### config.mk
export PLATFORM = sky130hd
export DESIGN_NAME = data_mem_copy_engine
export DESIGN_NICKNAME = d
export VERILOG_FILES = /design/src/rtl/data_mem_copy_engine.sv
export SDC_FILE = /design/constraint.sdc
export NUM_CORES = 1
export LEC_CHECK = 0
export ABC_CLOCK_PERIOD_IN_PS = 6900
export BUFFER_PORTS_ARGS = -buffer_cell sky130_fd_sc_hd__buf_2
export CORE_MARGIN = 3
export CORE_UTILIZATION = 45
export CTS_CLUSTER_DIAMETER = 100
export DETAILED_ROUTE_END_ITERATION = 10
export PLACE_DENSITY_LB_ADDON = 0.05
export SETUP_SLACK_MARGIN = 0.05
export SLEW_MARGIN = 20
export SYNTH_ARGS = -nofsm -noshare
export SYNTH_HDL_FRONTEND = slang
export SYNTH_SLANG_ARGS = --single-unit
export TNS_END_PERCENT = 10
### constraint.sdc
create_clock -name clk -period 6.9 [get_ports clk]
set_input_delay 0 -clock clk [delete_from_list [all_inputs] [get_ports clk]]
set_output_delay 0 -clock clk [all_outputs]
set_load 0.005 [all_outputs]
### src/rtl/data_mem_copy_engine.sv
// data_mem_copy_engine
// Word-copy DMA master sharing the data memory port with the MEM stage.
// It alternates one read and one write per word, in ascending address order.
// The grant arrives combinationally with the request. Because of this, the memory
// strobes, address and write data are decoded from the registered state and the
// current grant in the same cycle. All other state is held in registers.
module data_mem_copy_engine #(
  parameter int LEN_WIDTH = 8
) (
  input  logic                 clk,
  input  logic                 reset,
  input  logic                 i_start,
  input  logic [31:0]          i_src,
  input  logic [31:0]          i_dst,
  input  logic [LEN_WIDTH-1:0] i_len,
  input  logic                 i_grant,
  input  logic [31:0]          i_mem_read_data,
  output logic                 o_req,
  output logic [31:0]          o_address,
  output logic [31:0]          o_mem_write_data,
  output logic                 o_mem_read,
  output logic                 o_mem_write,
  output logic                 o_busy,
  output logic                 o_done,
  output logic [LEN_WIDTH-1:0] o_count
);

  typedef enum logic [1:0] {
    ST_IDLE  = 2'd0,
    ST_READ  = 2'd1,
    ST_WRITE = 2'd2,
    ST_DONE  = 2'd3
  } state_t;

  localparam logic [LEN_WIDTH-1:0] LEN_ZERO = {LEN_WIDTH{1'b0}};
  localparam logic [LEN_WIDTH-1:0] LEN_ONE  = LEN_WIDTH'(1);
  localparam logic [31:0]          WORD_MASK = 32'hFFFF_FFFC;

  state_t                 r_state;
  state_t                 w_next_state;
  logic [31:0]            r_src;
  logic [31:0]            r_dst;
  logic [31:0]            r_buffer;
  logic [LEN_WIDTH-1:0]   r_remaining;
  logic [LEN_WIDTH-1:0]   r_count;

  assign o_count = r_count;

  // Next-state and port decode. Reset suppresses any access in the current cycle.
  always_comb begin
    w_next_state     = r_state;
    o_req            = 1'b0;
    o_address        = 32'd0;
    o_mem_write_data = 32'd0;
    o_mem_read       = 1'b0;
    o_mem_write      = 1'b0;
    o_busy           = 1'b0;
    o_done           = 1'b0;
    if (reset) begin
      w_next_state = ST_IDLE;
    end else begin
      case (r_state)
        ST_IDLE: begin
          if (i_start) begin
            w_next_state = (i_len == LEN_ZERO) ? ST_DONE : ST_READ;
          end else begin
            w_next_state = ST_IDLE;
          end
        end
        ST_READ: begin
          o_req  = 1'b1;
          o_busy = 1'b1;
          if (i_grant) begin
            o_mem_read   = 1'b1;
            o_address    = r_src;
            w_next_state = ST_WRITE;
          end else begin
            w_next_state = ST_READ;
          end
        end
        ST_WRITE: begin
          o_req  = 1'b1;
          o_busy = 1'b1;
          if (i_grant) begin
            o_mem_write      = 1'b1;
            o_address        = r_dst;
            o_mem_write_data = r_buffer;
            w_next_state     = (r_remaining == LEN_ONE) ? ST_DONE : ST_READ;
          end else begin
            w_next_state = ST_WRITE;
          end
        end
        ST_DONE: begin
          o_busy       = 1'b1;
          o_done       = 1'b1;
          w_next_state = ST_IDLE;
        end
        default: begin
          w_next_state = ST_IDLE;
        end
      endcase
    end
  end

  // State register plus transfer bookkeeping: pointers, word buffer and counters.
  always_ff @(posedge clk) begin
    if (reset) begin
      r_state     <= ST_IDLE;
      r_src       <= 32'd0;
      r_dst       <= 32'd0;
      r_buffer    <= 32'd0;
      r_remaining <= LEN_ZERO;
      r_count     <= LEN_ZERO;
    end else begin
      r_state <= w_next_state;
      case (r_state)
        ST_IDLE: begin
          if (i_start) begin
            r_src       <= i_src & WORD_MASK;
            r_dst       <= i_dst & WORD_MASK;
            r_remaining <= i_len;
            r_count     <= LEN_ZERO;
          end
        end
        ST_READ: begin
          if (i_grant) begin
            r_buffer <= i_mem_read_data;
          end
        end
        ST_WRITE: begin
          if (i_grant) begin
            r_src       <= r_src + 32'd4;
            r_dst       <= r_dst + 32'd4;
            r_remaining <= r_remaining - LEN_ONE;
            r_count     <= r_count + LEN_ONE;
          end
        end
        default: begin
        end
      endcase
    end
  end

endmodule

# ---- Word level (Yosys, flattened, before mapping)
# Index checks and enable logic that the tools add are counted.
dict set report classes {
  mux 36
  add_sub_neg 4
  eq_ne 6
  n_reduce_logical 7
}
# op n
set ops {}
lappend ops {{two-way mux 32 bit} 10}
lappend ops {{case mux 32 bit (2 select lines)} 3}
lappend ops {{adder 32 x 3 -> 32 bit (second input constant)} 2}
lappend ops {{two-way mux 8 bit} 4}
lappend ops {{case mux 8 bit (2 select lines)} 2}
lappend ops {{two-way mux 1 bit} 11}
lappend ops {{two-way mux 2 bit} 5}
lappend ops {{adder 8 x 1 -> 8 bit (second input constant)} 1}
lappend ops {{equality test 8 x 1 -> 1 bit (second input constant)} 1}
lappend ops {{zero test 8 bit} 1}
lappend ops {{case mux 2 bit (4 select lines)} 1}
lappend ops {{subtractor 8 x 1 -> 8 bit (second input constant)} 1}
lappend ops {{equality test 2 bit (second input constant)} 2}
lappend ops {{inequality test 2 bit (second input constant)} 2}
lappend ops {{AND reduction 3 bit} 1}
lappend ops {{OR reduction 3 bit} 1}
lappend ops {{equality test 2 x 1 -> 1 bit (second input constant)} 1}
lappend ops {{zero test 2 bit} 1}
lappend ops {{AND reduction 2 bit} 1}
lappend ops {{nonzero test 2 bit} 1}
lappend ops {{OR reduction 2 bit} 1}
dict set report totals {
  input_bits 108
  out_inout_bits 77
  reg_bits 114
  elab_cells 59
}

# ---- Depth between registers and ports, before layout
dict set report depth {
  word_depth 4
  ltp_mapped 10
  ltp_nobuf 7
}

# ---- Worst setup path after synthesis
# No wires, ideal clock.
dict set report synth_path {
  kind {register to register}
  from {reg r_state[0]}
  to {reg r_dst[5]}
  path_buffers 3
  path_stages_with_launch 11
  path_slack_ps 4697
  t_required_ps 6772
  setup_ps 128
  t_arrival_ps 2075
  period_less_slack_ps 2203
  path_cell_list {dfxtp_1 inv_1 ha_1 buf_2 nor2b_1 nor3_1 clkbuf_1 clkbuf_1 nand2_1 a2bb2oi_1 nor2_1}
}
dict set report synth_between {
  elab_chain_len 3
  elab_cells_between_ends 7
  cone_classes {eq/ne (3); mux (1); reduce/logical (3)}
}
# item line_no
set synth_rtl {}
lappend synth_rtl {{start: declaration} 39} ;# state_t r_state;
lappend synth_rtl {{start signal: assignment} 115} ;# r_state <= w_next_state;
lappend synth_rtl {{equality test 2 bit or zero test 2 bit (tied branches)} 116} ;# case (r_state)
lappend synth_rtl {{inequality test 2 bit (no source line) or nonzero test 2 bit (tied branches)} --}
lappend synth_rtl {{AND reduction 3 bit (no source line)} --}
lappend synth_rtl {{end signal: assignment} 120} ;# r_dst <= i_dst & WORD_MASK;
lappend synth_rtl {{end signal: assignment} 133} ;# r_dst <= r_dst + 32'd4;
lappend synth_rtl {{end: declaration} 42} ;# logic [31:0] r_dst;
# Several ways; a longest one is shown, not always the timed one.
# A chain may end at the register's enable or synchronous reset.

# ---- Worst setup path in the final report
dict set report layout_path {
  from {reg r_state[0]}
  to {reg r_src[16]}
}
dict set report layout_between {
  elab_chain_len 3
  elab_cells_between_ends 7
  cone_classes {eq/ne (3); mux (1); reduce/logical (3)}
}
# item line_no
set layout_rtl {}
lappend layout_rtl {{equality test 2 bit or zero test 2 bit (tied branches)} 116}
lappend layout_rtl {{inequality test 2 bit (no source line) or nonzero test 2 bit (tied branches)} --}
lappend layout_rtl {{AND reduction 3 bit (no source line)} --}
lappend layout_rtl {{end signal: assignment} 119} ;# r_src <= i_src & WORD_MASK;
lappend layout_rtl {{end signal: assignment} 132} ;# r_src <= r_src + 32'd4;
lappend layout_rtl {{end: declaration} 41} ;# logic [31:0] r_src;
# Several ways; a longest one is shown, not always the timed one.

==> impl_metrics.py <==
metrics = {
    "setup_path": {
        "arrival_ns": 3.53,
        "crit_type": "flip-flop to flip-flop",
        "r2r_cells": 8,
        "cp_max_fo": 74,
        "timing.rr.end": "r_src[16]",
        "r2r-start": "r_state[0]",
        "worstSetupStartpointType": "flip-flop",
        "critPathRequiredTime_ns": 7.18,
        "endpoint_kind": "flip-flop",
        "r2r_slack_ns": 3.66,
    },
    "placed_design": {
        "port_buffers": 178,
        "gp_congestion": 0.846,
        "place_ws_ns": 3.64,
        "hpwl_mm": 13.5,
    },
    "worst_hold_path": {
        "hold_depth": 3,
        "min_path_type": "input port to flip-flop",
        "worstHoldStart": "i_len[5]",
        "min_to": "r_remaining[5]",
    },
    "run": {
        "maxCapViolCount": 0,
    },
    "layout": {
        "layout_common_cells": "buf_2, nand2_1, dfxtp_1, nor2_1, a21oi_1",
        "diodes": 0,
        "final_common_cell": "buf_2",
        "drive_gt1_share_pct": 19.9,
        "area_delta_synth_final_pct": 28.6,
        "nets": 1221,
    },
    "routing": {
        "drt_pass1_iterations": 5,
        "wl_mm": 21.0,
        "drt-initial-drc-count": 560,
        "num_vias": 7334,
        "drc_errors": 0,
        "post_drt_wl_per_cell_microns": 16.3,
        "ant_nets": 0,
        "avgViaCountPerCell": 5.69,
    },
    "synth": {
        "muxShareOfSynthArea_pct": 1.84,
        "yosys.area_share.adder_pct": 1.90,
        "synth-simple-area-share_pct": 32.4,
        "async_flop_share_pct": 0,
        "yosys.cell_types.count": 62,
        "synthFlopType": "dfxtp_1",
        "yosys.area_share.xor_xnor_pct": 0.798,
        "synth_edf_count": 0,
        "synth_top_family_by_area": "simple AND/OR/NAND/NOR gates",
        "yosysSeqAreaShare_pct": 33.4,
        "synth_compound_gate_area_share_pct": 23.8,
        "synth-seq-cells": 110,
        "synthCells": 913,
        "syn_area_per_cell_sq_um": 7.22,
        "netlist_area_sq_mm": 0.00659,
        "ys_warn_count": 0,
    },
    "power": {
        "peakVddDrop_mv": 0.142,
        "leakagePower_nw": 3.40,
        "p_per_area_mw_per_mm2": 202,
    },
    "grt": {
        "grt_pass1_vias": 6816,
        "antenna_found_initial": 0,
        "grt_pass1_wl_mm": 34.5,
        "grt.total_usage_pct": 25.7,
        "grt_start_max_net_pins": 75,
        "gr-total-overflow": 0,
    },
    "die": {
        "dieWidth_microns": 127,
        "row_count": 43,
        "die_area_sq_mm": 0.0161,
        "start_util_pct": 46.7,
        "coreArea_sq_mm": 0.0141,
        "num_io_pins": 185,
        "die_h_microns": 127,
    },
    "timing": {
        "maxSlewHeadroom_pct": 46.4,
        "whs_ns": 0.00922,
        "post-route-period-util_pct": 47.0,
        "worst_slack_ns": 3.66,
        "worst_pin_slew_ns": 0.797,
        "rsz0062_at_grt": "no",
        "maxSlewViolCount": 0,
        "tns_ns": 0,
        "setup_viol_count_final": 0,
        "fmax_mhz": 308,
        "finalHoldViolations": 0,
        "skew_ns": 0.00961,
        "fin_crit_ns": 3.24,
    },
    "clock_network": {
        "insertion_delay_ns": 0.36,
        "clk_path_buf_depth": 2,
        "cts_sinks": 110,
        "cts_tree": "yes",
        "cts_max_level": 3,
        "clkTransAtPathRegs_ns": 0.09,
        "post_cts_resized": 0,
        "cts_root_buffer": "clkbuf_16",
        "cts_inserted_buffers": 9,
    },
    "run_status": {
        "status": "completed",
    },
}
[critical path, cell delays in order, from the launching register on]
cell     delay (ns)
dfxtp_1        0.33
inv_1          0.11
ha_2           0.42
buf_4          0.65
and2_1         0.22
buf_4          0.35
nand2_1        0.34
or4_1          0.58
a31oi_1        0.16
[worst max path at each step]
stage                end        from
3_3_place_gp   r_src[29]  r_state[0]
6_report       r_src[16]  r_state[0]
3_5_place_dp   r_src[16]  r_state[0]
2_1_floorplan   r_dst[5]  r_state[0]
4_1_cts        r_src[16]  r_state[0]
5_1_grt        r_src[16]  r_state[0]
[repair_timing]
item,CTS,global route
setup buffers,0,0
hold endpoints to repair,66,0
hold buffers,68,0
[Yosys cell counts (5+ instances only)]
| master | n | area (sq um) |
|---|---|---|
| nand2_1 | 124 | 465 |
| dfxtp_1 | 110 | 2200 |
| nor2_1 | 100 | 375 |
| a21oi_1 | 97 | 485 |
| clkbuf_1 | 63 | 236 |
| a22oi_1 | 37 | 278 |
| and2_1 | 35 | 219 |
| o21ai_0 | 31 | 155 |
| nand3_1 | 29 | 145 |
| nor3_1 | 26 | 130 |
| and3_1 | 21 | 131 |
| nor4_1 | 19 | 119 |
| nand4_1 | 18 | 113 |
| inv_1 | 16 | 60.1 |
| o22ai_1 | 14 | 87.6 |
| and4_1 | 11 | 96.3 |
| mux2i_1 | 11 | 110 |
| a211oi_1 | 10 | 75.1 |
| a31oi_1 | 10 | 62.6 |
| ha_1 | 10 | 125 |
| nor2b_1 | 10 | 62.6 |
| or3_1 | 9 | 56.3 |
| buf_2 | 8 | 40.0 |
| o211ai_1 | 8 | 60.1 |
| nand2b_1 | 7 | 43.8 |
| buf_1 | 6 | 22.5 |
| o32ai_1 | 6 | 52.6 |
| or4_1 | 6 | 45.0 |
| a2bb2oi_1 | 5 | 43.8 |
[sequential cells by signal, indices dropped and copies added (netlist names)]
register,count
r_buffer,32
r_dst,30
r_src,30
o_count,8
r_remaining,8
r_state,2
[cell families after synthesis]
logic type / count (synthesis)
flip-flops: 110
other: 1
XOR/XNOR: 6
multiplexers: 12
AO/OA/AOI/OAI: 249
buffers and inverters: 96
AND/OR/NAND/NOR: 429
adder cells (fa/ha/maj): 10
[report_power, final]
part	internal, mW	switching [mW]	leakage, nW	total [mW]
Combinational	0.166	0.227	2.35	0.393
Clock	0.259	0.277	0.145	0.537
Sequential	0.698	0.0882	0.902	0.786
[per-stage QoR]
stage	util, %	std cells	total power [mW]	cell area, sq um
3_3_place_gp	53.2	1204	1.16	7490
4_1_cts	60.1	1288	1.72	8470
6_report	60.1	1288	1.72	8470
3_5_place_dp	53.2	1204	1.16	7490
2_1_floorplan	-	914	1.04	6590
5_1_grt	60.1	1288	1.81	8470
[layout make-up]
cell class                      instances  area (sq um)
Clock buffer                            9           225
Clock inverter                          7          75.1
Fill cell                            1402          5620
Inverter                               16          60.1
Multi-Input combinational cell        708          4020
Sequential cell                       110          2200
Tap cell                              180           225
Timing Repair Buffer                  258          1660
[per-layer routing]
metal | GRT usage [%] | up-vias | part of all wire, %
li1 | - | 3670 | -
met3 | 5.02 | 23 | 6.6
met4 | 6.88 | 0 | 1.4
met5 | 0 | - | 0
met2 | 41.3 | 231 | 47
met1 | 35.3 | 3410 | 45
Note: power is estimated with default switching activity, not from simulation.
